===== config.mk =====
export PLATFORM = sky130hd
export DESIGN_NAME = tile_spawner
export DESIGN_NICKNAME = d
export VERILOG_FILES = /design/src/rtl/tile_spawner.sv
export SDC_FILE = /design/constraint.sdc
export NUM_CORES = 1
export LEC_CHECK = 0
export ABC_AREA = 1
export ABC_CLOCK_PERIOD_IN_PS = 2200
export CAP_MARGIN = 20
export CORE_UTILIZATION = 41
export DETAILED_ROUTE_END_ITERATION = 12
export GPL_TIMING_DRIVEN = 0
export PLACE_DENSITY_LB_ADDON = 0.15
export SYNTH_ARGS = -nofsm -noshare
export SYNTH_HDL_FRONTEND = slang
export SYNTH_SLANG_ARGS = --single-unit

===== constraint.sdc =====
create_clock -name clk -period 2.2 [get_ports clk]
set_input_delay 0.66 -clock clk [delete_from_list [all_inputs] [get_ports clk]]
set_output_delay 0.66 -clock clk [all_outputs]
set_load 0.03 [all_outputs]

===== src/rtl/tile_spawner.sv =====
// Tile spawner: places one new "2" or "4" tile in a random empty board cell,
// retrying random positions a few times before falling back to a linear scan.
module tile_spawner #(
    parameter int MAX_TRIES = 4,
    parameter int FOUR_CNT  = 2
) (
    input  logic        clk,
    input  logic        reset_n_debounced,
    input  logic        spawn_req,
    input  logic [15:0] empty_mask,
    input  logic [3:0]  rnd_pos,
    input  logic [3:0]  rnd_val,
    output logic        rnd_get,
    output logic        wr_en,
    output logic [3:0]  wr_addr,
    output logic [3:0]  wr_tile,
    output logic        busy,
    output logic        no_space
);

    localparam logic [2:0] IDLE  = 3'd0;
    localparam logic [2:0] GET   = 3'd1;
    localparam logic [2:0] CHECK = 3'd2;
    localparam logic [2:0] SCAN  = 3'd3;
    localparam logic [2:0] WRITE = 3'd4;

    localparam logic [4:0] MAX_TRIES_W = 5'(MAX_TRIES);
    localparam logic [4:0] FOUR_CNT_W  = 5'(FOUR_CNT);

    logic [2:0]  state;
    logic [15:0] mask_q;
    logic [3:0]  try_cnt;
    logic [3:0]  scan_idx;
    logic [3:0]  tile_q;
    logic [3:0]  addr_q;
    logic [3:0]  wr_tile_q;
    logic        no_space_q;
    logic [3:0]  check_tile;
    logic        retry_ok;

    assign check_tile = ({1'b0, rnd_val} < FOUR_CNT_W) ? 4'd2 : 4'd1;
    assign retry_ok   = ({1'b0, try_cnt} + 5'd1) < MAX_TRIES_W;

    // addr_q and wr_tile_q only change on entry to WRITE, so the write port
    // keeps showing the last written cell between operations.
    always_ff @(posedge clk or negedge reset_n_debounced) begin
        if (!reset_n_debounced) begin
            state      <= IDLE;
            mask_q     <= 16'd0;
            try_cnt    <= 4'd0;
            scan_idx   <= 4'd0;
            tile_q     <= 4'd0;
            addr_q     <= 4'd0;
            wr_tile_q  <= 4'd0;
            no_space_q <= 1'b0;
        end else begin
            no_space_q <= 1'b0;
            case (state)
                IDLE: begin
                    if (spawn_req) begin
                        mask_q  <= empty_mask;
                        try_cnt <= 4'd0;
                        if (empty_mask == 16'd0) begin
                            no_space_q <= 1'b1;
                        end else begin
                            state <= GET;
                        end
                    end
                end
                GET: begin
                    state <= CHECK;
                end
                CHECK: begin
                    tile_q <= check_tile;
                    if (mask_q[rnd_pos]) begin
                        addr_q    <= rnd_pos;
                        wr_tile_q <= check_tile;
                        state     <= WRITE;
                    end else if (retry_ok) begin
                        try_cnt <= try_cnt + 4'd1;
                        state   <= GET;
                    end else begin
                        scan_idx <= rnd_pos + 4'd1;
                        state    <= SCAN;
                    end
                end
                SCAN: begin
                    if (mask_q[scan_idx]) begin
                        addr_q    <= scan_idx;
                        wr_tile_q <= tile_q;
                        state     <= WRITE;
                    end else begin
                        scan_idx <= scan_idx + 4'd1;
                    end
                end
                WRITE: begin
                    state <= IDLE;
                end
                default: begin
                    state <= IDLE;
                end
            endcase
        end
    end

    assign rnd_get  = (state == GET);
    assign wr_en    = (state == WRITE);
    assign busy     = (state != IDLE);
    assign no_space = no_space_q;
    assign wr_addr  = addr_q;
    assign wr_tile  = wr_tile_q;

endmodule


==> results of run 1 <==
per-layer routing:
metal	routed length (µm)	up-vias	part of all wire	track usage
met5	0	-	0	0
met4	49	0	0.011	0.0697
met3	174	6	0.038	0.0458
met2	2060	36	0.45	0.313
met1	2300	859	0.50	0.264
li1	-	942	-	-
worst reg2reg max path, cell delays in order, from the launching register on:
cell and delay (ns):
dfrtp_1 0.43, inv_1 0.09, nand3_1 0.20, inv_1 0.24, nand4_1 0.28, nand2_1 0.22
nand2_1 0.06, nand2_1 0.06
through the flow:
step	util	area (µm²)
2_1_floorplan	-	2030
3_3_place_gp	0.519	2450
3_5_place_dp	0.518	2450
4_1_cts	0.544	2570
5_1_grt	0.544	2570
6_report	0.544	2570
final cells by class:
class | count | area, µm² | area share
flip-flops and latches | 36 | 901 | 0.350
multi-input cells | 184 | 885 | 0.344
repair buffers | 34 | 334 | 0.130
inverters | 43 | 161 | 0.0628
clock buffers | 7 | 96.3 | 0.0375
well taps | 67 | 83.8 | 0.0326
plain buffers | 10 | 80.1 | 0.0311
clock inverters | 1 | 30.0 | 0.0117
registers in the layout (all words and copies together) (netlist names):
register and flops:
try_cnt 4, wr_addr 4, state 3, scan_idx 4, tile_q 2, no_space 1
wr_tile 2, mask_q 16
path summary, 6_finish.rpt:
check                             startpoint           to  slack [ns]  depth (start not counted)
hold / removal             reset_n_debounced    mask_q[3]        0.45                          1
hold reg to reg                   wr_addr[2]   wr_addr[2]        0.48                          2
min in group clk                  wr_addr[2]   wr_addr[2]        0.48                          2
max in group asynchronous  reset_n_debounced    tile_q[0]        1.25                          1
setup reg to reg                    state[0]  scan_idx[1]        0.54                          7
setup / recovery                    state[1]         busy        0.13                          3
layout by cell type (no fill, tap or decap), types with 2 or more instances in the layout:
cell and instances:
nand3_1 34, dlygate4sd2_1 3, clkbuf_8 7, nand4_1 3, o211ai_1 3, a21oi_1 15
nor4_1 2, dfrtp_1 36, o21ai_0 15, ha_1 2, inv_1 40, clkdlybuf4s50_1 29
nand2_2 3, nor2_1 18, buf_6 4, nor3_1 3, buf_2 5, inv_2 3
o21bai_1 2, nand2_1 72, conb_1 2, buf_4 2
power by group through the flow:
stage	logic [mW]	registers [mW]	clock network, mW
6_report	1.50	1.10	0.642
5_1_grt	1.69	1.13	0.686
4_1_cts	1.52	1.10	0.655
3_5_place_dp	1.53	1.11	0
3_3_place_gp	1.51	1.11	0
2_1_floorplan	0.979	1.18	0
logic make-up (layout without fill, tap and decap cells):
| logic type | after synthesis | after routing | synth area share |
|---|---|---|---|
| other | 1 | 2 | 0.00185 |
| and+or+nand+nor | 139 | 139 | 0.304 |
| AOI/OAI and AO/OA | 39 | 39 | 0.108 |
| buffers and inverters | 53 | 95 | 0.119 |
| DFF | 36 | 36 | 0.445 |
| xor gates and xnor gates | 2 | 2 | 0.00866 |
| adders and majority gates | 2 | 2 | 0.0124 |
repair_timing:
item                                   4_1_cts  5_1_grt
endpoints found under the hold margin        0        0
hold buffers                                 0        0
setup endpoints to repair                    3       11
pin swaps                                    0        0
gates resized for setup                      3        2
==> impl_metrics.toml, run 1 <==
[placed_design]
dp_hpwl_um = 3390
port_buffers = 34
dp.cells = 374
place_congestion = 0.852
place_ws_ns = -0.267

[status]
outcome = "completed"

[yosys]
ys_seq_elements = 36
synth_top_area_frac = 0.445
synth_cells = 272
ys_top_cells_by_area = "dfrtp_1, nand2_1, nand3_1"
ys_top_cells_by_count = "nand2_1, inv_1, dfrtp_1"
yosys_warnings = 0
ys_seq_area_frac = 0.445
synth_top_cell_by_area = "dfrtp_1"
syn_area_um2 = 2020
synthMostInstantiatedCell = "nand2_1"
avgSynthCellArea_um2 = 7.44
ys_types = 29
async_reset_ff_frac = 1.00
synth-edff-count = 0
synthFlopType = "dfrtp_1"

[floorplanning]
boundaryPins = 39
die_w_um = 72.2
die_area_um2 = 5220
rows = 25
core_um2 = 4720
initial_core_util = 0.428
die_h_um = 72.2

[sta]
tightest_slew_ns = 0.794
setup_tns_ns = 0
holdWs_ns = 0.449
setup_viol = 0
slew_headroom = 0.471
rsz0062_at_grt = "no"
period_share = 0.941
fin_skew_ns = 0.00410
fin_crit_ns = 2.07
finalHoldViolCount = 0
fmax_ghz = 0.483
drv_slew = 0
finalWorstSetupSlack_ns = 0.129

[grt]
antenna_found_initial = 0
grt-ovfl-total = 0
grtUsageTotal = 0.197
first_global_vias = 1735
grt_max_degree = 37
grt_pass1_wl_um = 7820

[layout]
fillCellCount = 460
diodes = 0
final_nets = 343
syn_to_final_growth_pct = 27.1
drive_above_1_share = 0.0889
layout.cells.non_filler = 382

[worst_setup_path]
crit_family = "flip-flops"
criticalPathCategory = "reg2out"
worstPathArrival_ns = 1.41
worstPathCellList = "nor2_1 > nand2_1 > dlygate4sd2_1"
crit_required_ns = 1.54
path_buf_inv = 1
crit_slowest_cell = "dfrtp_1"
worst_setup_path_start_kind = "flip-flop"
endpoint_kind = "output port"
max_stage_delay_ns = 0.43
crit_fanout = 4

[clock_tree]
cts_setup_buffers = 0
clk-insertion-delay-late_ns = 0.29
cts_buffers = 5
clk_pin_slew_ns = 0.07
ctsRootBufferMaster = "clkbuf_8"
htreeDepth = 2
cts_tree = "done"
clockBufferDepth = 2
clock-sinks = 36

[routing]
via_count = 1843
drt_first_pass_iters = 4
routed_via_density = 4.82
wl_per_cell_um = 12.0
drcViolationCount = 0
drtAntennaViolNets = 0
wl_um = 4590
drt-initial-drc-count = 116

[power]
finalPower_mw = 3.24
p_sw_mw = 1.35
pwr-share-comb = 0.463
p_leak_nw = 1.34
p_sw_frac = 0.417
power.density_nw_per_um2 = 1260
internal_power_mw = 1.89
clockPowerShare = 0.198
peakVddDrop_mv = 0.535
seqPwrFrac = 0.339

[job]
cap_violations = 0

[worst_hold_path]
hp-class = "in2async"
Power figures use the tool's default switching activity.
==> run 2, diff against run 1 <==
PLACE_DENSITY = 0.71   (was not set)
PLACE_DENSITY_LB_ADDON = not set   (was 0.15)
==> run 2 against run 1 <==
- register-to-register slack about the same
- hold slack gained 0.0068 ns
- utilization shrank 0.72 points
- highest routed layer unchanged
- design area shrank 1.3%
- via count is 0.81% lower
==> impl_metrics.toml, run 2 (synthesized netlist as in run 1, its figures left out) <==
[clock_tree]
clk_pin_slew_ns = 0.07
clock-sinks = 36
cts_tree = "done"
clockBufferDepth = 2
ctsRootBufferMaster = "clkbuf_8"
htreeDepth = 2
clk-insertion-delay-late_ns = 0.29
cts_buffers = 5

[placed_design]
place_ws_ns = -0.207
port_buffers = 34
place_area_um2 = 2450
place_congestion = 0.908
dp.cells = 374
dp_hpwl_um = 3290

[sta]
tightest_slew_ns = 0.795
finalWorstSetupSlack_ns = 0.163
fmax_ghz = 0.491
holdWs_ns = 0.456
rsz0062_at_grt = "no"
period_share = 0.926
fin_skew_ns = 0.00454
drv_slew = 0
fin_crit_ns = 2.04
setup_tns_ns = 0
finalHoldViolCount = 0
slew_headroom = 0.470
setup_viol = 0

[floorplanning]
die_w_um = 72.2
boundaryPins = 39
rows = 25
core_um2 = 4720
die_area_um2 = 5220
initial_core_util = 0.428
die_h_um = 72.2

[grt]
antenna_found_initial = 0
grtUsageMet3 = 0.0306
met2_usage = 0.316
grt_pass1_wl_um = 7820
top_usage_layer = "met2"
grt-ovfl-total = 0
first_global_vias = 1784
grtUsageTotal = 0.192
grt_max_degree = 37
grtUsageMet1 = 0.258

[power]
finalPower_mw = 3.09
pwr-share-comb = 0.487
power.density_nw_per_um2 = 1220
p_sw_mw = 1.35
p_sw_frac = 0.436
internal_power_mw = 1.74
clockPowerShare = 0.156
peakVddDrop_mv = 0.696
p_leak_nw = 1.33
seqPwrFrac = 0.356

[routing]
wl_per_cell_um = 11.8
drt_first_pass_iters = 4
drcViolationCount = 0
drt-initial-drc-count = 128
via_count = 1828
drtAntennaViolNets = 0
wl_um = 4500
routed_via_density = 4.79

[worst_setup_path]
criticalPathCategory = "reg2out"
worstPathCellList = "nor2_1 > nand2_1 > dlygate4sd2_1"
crit_slowest_cell = "dfrtp_1"
worstPathArrival_ns = 1.38
crit_fanout = 4
r2r_slack_ns = 0.55
crit_required_ns = 1.54
endpoint_kind = "output port"
worst_setup_path_start_kind = "flip-flop"
max_stage_delay_ns = 0.43

[layout]
fillCellCount = 466
drive_above_1_share = 0.0889
fin_area_um2 = 2540
final_common_cell = "nand2_1"
largest_register = "mask_q"
syn_to_final_growth_pct = 25.4
final_util = 0.537
diodes = 0
final_nets = 343
largest_register_ffs = 16
seq_area_um2 = 901
layout.cells.non_filler = 382
multiInputGateArea_um2 = 885
final_cell_mix = "nand2_1, inv_1, dfrtp_1, nand3_1, clkdlybuf4s50_1"

[job]
cap_violations = 0

[status]
outcome = "completed"

[worst_hold_path]
hp-class = "in2async"
==> run 2: worst paths after layout <==
path | start | end | cells after the start
min in group clk | wr_tile[0] | wr_tile[0] | 2
min reg2reg | wr_tile[0] | wr_tile[0] | 2
min | reset_n_debounced | mask_q[13] | 1
max | state[1] | busy | 3
max reg2reg | state[2] | scan_idx[1] | 7
max in group asynchronous | reset_n_debounced | mask_q[7] | 1
==> run 2: final cells by class <==
cell class                      count  share of cell area
Buffer                             10              0.0316
Clock buffer                        6              0.0325
Clock inverter                      2             0.00394
Inverter                           43              0.0636
Multi-Input combinational cell    184               0.349
Sequential cell                    36               0.355
Tap cell                           67              0.0330
Timing Repair Buffer               34               0.132
==> run 2: power groups by stage <==
| stage | logic [mW] | clock network (mW) | registers [mW] |
|---|---|---|---|
| detailed placement | 1.52 | 0 | 1.11 |
| floorplan | 0.979 | 0 | 1.18 |
| finish | 1.51 | 0.484 | 1.10 |
| global route | 1.70 | 0.531 | 1.14 |
| CTS | 1.51 | 0.497 | 1.10 |
| global placement | 1.49 | 0 | 1.11 |
==> run 2: repair_timing <==
action                                  CTS  global route
endpoints found under the hold margin     0             0
resized for setup                         3             2
hold buffers                              0             0
endpoints found under the setup margin    3            10
cloned                                    0             0
buffers inserted                          0             0
==> run 2: metal layers <==
metal / share of wire / wire length (µm) / vias up
met3: 0.054 / 242 / 8
met1: 0.49 / 2190 / 824
met4: 0.016 / 70 / 0
met5: 0 / 0 / -
met2: 0.44 / 2000 / 48
li1: - / - / 948
==> run 2: critical path, delay by kind of cell, from the launching register on <==
family                 cells  cell delay (ns)
DFF                        1             0.43
and+or+nand+nor            2             0.28
buffers and inverters      1             0.39
==> run 3, diff against run 2 <==
ABC_AREA = not set   (was 1)
CORE_ASPECT_RATIO = 1.2   (was not set)
CTS_BUF_LIST = sky130_fd_sc_hd__clkbuf_4 sky130_fd_sc_hd__clkbuf_8   (was not set)
==> run 3 against run 2 <==
- setup slack got worse by 0.31 ns
- hold slack improved by 0.0019 ns
- largest cell class is now multi-input gates
- largest power group unchanged
- the run now ends with setup timing left
- count of clock-buffer cells in the layout fell by 1
- register-to-register slack got worse by 0.59 ns
- clock skew rose by 0.00057 ns
- sequential cell count did not move
- synthesized cell count fell by 42%
- area after synthesis fell by 6.7%
- critical path depth rose by 4
- die area fell by 6.5%
- global-route usage fell by 0.90 points
==> impl_metrics.toml, run 3 <==
[floorplanning]
die_h_um = 76.3
core_um2 = 4330
boundaryPins = 39
die_w_um = 63.9
rows = 26
die_area_um2 = 4880
initial_core_util = 0.436

[job]
cap_violations = 0

[sta]
drv_slew = 0
period_share = 1.06
slew_headroom = 0.468
fmax_ghz = 0.427
setup_tns_ns = -0.858
setup_viol = 12
tightest_slew_ns = 0.799
fin_crit_ns = 2.34
finalHoldViolCount = 0
rsz0062_at_grt = "yes"
fin_skew_ns = 0.00512
finalWorstSetupSlack_ns = -0.142

[worst_setup_path]
reg2reg_to = "try_cnt[0]"
crit_slowest_cell = "mux4_2"
endpoint_kind = "flip-flop"
crit_top_cell = "mux4_2"
crit_family = "multiplexers"
max_stage_delay_ns = 0.54
path_buf_inv = 1
criticalPathCategory = "in2reg"
worst_setup_path_start_kind = "input port"
r2r-start = "mask_q[15]"
crit_fanout = 6
worstPathArrival_ns = 2.51
rr_worst_depth = 6
r2r_slack_ns = -0.04
worstPathCellList = "clkdlybuf4s15_2 > mux4_2 > mux4_2 > nor3_4 > and2b_2 > nor2_2 > mux2_4"
crit_required_ns = 2.37

[layout]
seq_area_um2 = 902
diodes = 0
largest_register_ffs = 16
final_common_cell = "dfrtp_1"
final_nets = 234
multiInputGateArea_um2 = 962
final_cell_mix = "dfrtp_1, clkdlybuf4s50_1, mux2_2, nand2_1"
drive_above_1_share = 0.291
fillCellCount = 358
largest_register = "mask_q"
syn_to_final_growth_pct = 30.8
layout.cells.non_filler = 259

[clock_tree]
ctsRootBufferMaster = "clkbuf_8"
cts_tree = "done"
clock-sinks = 36
clk-insertion-delay-late_ns = 0.28
cts_buffers = 5
hold_buffers = 0
clk_pin_slew_ns = 0.06
clockBufferDepth = 2
htreeDepth = 2

[routing]
wl_um = 4130
drt-initial-drc-count = 47
drtAntennaViolNets = 0
drcViolationCount = 0
via_count = 1417
drt_first_pass_iters = 4
wl_per_cell_um = 15.9
routed_via_density = 5.47

[grt]
antenna_found_initial = 0
first_global_vias = 1495
grt_max_degree = 37
grt-ovfl-total = 0
grtUsageTotal = 0.183
grt_pass1_wl_um = 6820

[yosys]
async_reset_ff_frac = 1.00
synth_cells = 157
ys_seq_elements = 36
ys_seq_area_frac = 0.477
ys_types = 38
avgSynthCellArea_um2 = 12.0
synth_top_cell_by_area = "dfrtp_1"
synth_top_area_frac = 0.477
synthFlopType = "dfrtp_1"
synthMostInstantiatedCell = "dfrtp_1"
syn_area_um2 = 1890
synth-edff-count = 0
ys_top_cells_by_area = "dfrtp_1, mux2_2, mux4_2"
ys_top_cells_by_count = "dfrtp_1, mux2_2, nand2_1"
yosys_warnings = 0

[power]
peakVddDrop_mv = 0.549
p_leak_nw = 1.06
power.density_nw_per_um2 = 1310

[placed_design]
dp.cells = 248
place_congestion = 0.773
dp_hpwl_um = 2960
port_buffers = 34

[worst_hold_path]
hp-class = "in2async"

[status]
outcome = "complete, but fails checks"
failed_checks = "setup timing"
## run 3: cell types whose count changed in the layout (fill, tap and decap cells not counted), sizes merged, moves of 3 or more
cell	delta
a21oi	-12
nand2	-62
inv	-36
nand2b	+3
nor2	-7
nand3	-31
mux4	+9
o21ai	-10
nand4	-3
mux2	+22
## run 3: worst register-to-register path: cells and delay by family, from the launching register on
family | cells | cell delay [ns]
simple gates | 3 | 0.44
flops | 1 | 0.39
mux | 3 | 1.29
## run 3: how the worst max path moves through the flow
stage | startpoint | to | depth (start not counted)
detailed placement | rnd_pos[3] | try_cnt[0] | 7
global placement | rnd_pos[3] | try_cnt[0] | 7
floorplan | rnd_pos[1] | try_cnt[0] | 7
CTS | rnd_pos[1] | try_cnt[0] | 7
finish | rnd_pos[3] | try_cnt[0] | 7
global route | rnd_pos[1] | try_cnt[0] | 7
## run 3: repair_timing
| item | in CTS | in global routing |
|---|---|---|
| endpoints found under the hold margin | 0 | 0 |
| resized for setup | 12 | 10 |
| cloned | 0 | 0 |
| pin swaps | 1 | 2 |
| setup endpoints to repair | 19 | 11 |
| buffers inserted | 2 | 5 |
## run 3: area by class of cell
class | count | share of cell area
clock buffers | 5 | 0.0279
flip-flops and latches | 36 | 0.365
repair buffers | 41 | 0.157
multi-input cells | 107 | 0.390
well taps | 56 | 0.0284
inverters | 7 | 0.0106
plain buffers | 7 | 0.0208
## run 3: cells by family after synthesis
| kind of cell | after synthesis | synth area share |
|---|---|---|
| flops | 36 | 0.477 |
| mux | 33 | 0.257 |
| buf+inv | 15 | 0.0385 |
| fa+ha+maj | 2 | 0.0133 |
| other cells | 1 | 0.00199 |
| compound gates | 18 | 0.0630 |
| simple gates | 52 | 0.149 |
## run 3: metrics by stage
stage	cell area, µm²	util	power (mW)	setup WS (ns)	hold slack [ns]
4_1_cts	2400	0.554	3.13	-0.118	0.492
3_5_place_dp	2290	0.530	2.67	-0.854	0.489
5_1_grt	2470	0.571	3.44	-0.198	0.531
3_3_place_gp	2300	0.531	2.60	-0.825	0.477
2_1_floorplan	1890	-	2.20	-0.338	0.364
6_report	2470	0.571	3.24	-0.142	0.458
## run 3: where the power goes
group          leakage, nW  switching, mW  internal (mW)  total (mW)
clock               0.0359          0.210          0.204       0.414
combinational        0.593          0.733          0.857        1.59
sequential           0.434          0.269          0.967        1.24
## run 3: per-layer routing
layer  vias to the layer above  global-route usage  routed length (µm)
met5                         -                   0                   0
met4                         0               0.107                  90
met3                        11              0.0344                 155
met2                        37               0.323                2280
met1                       716               0.201                1610
li1                        653                   -                   -
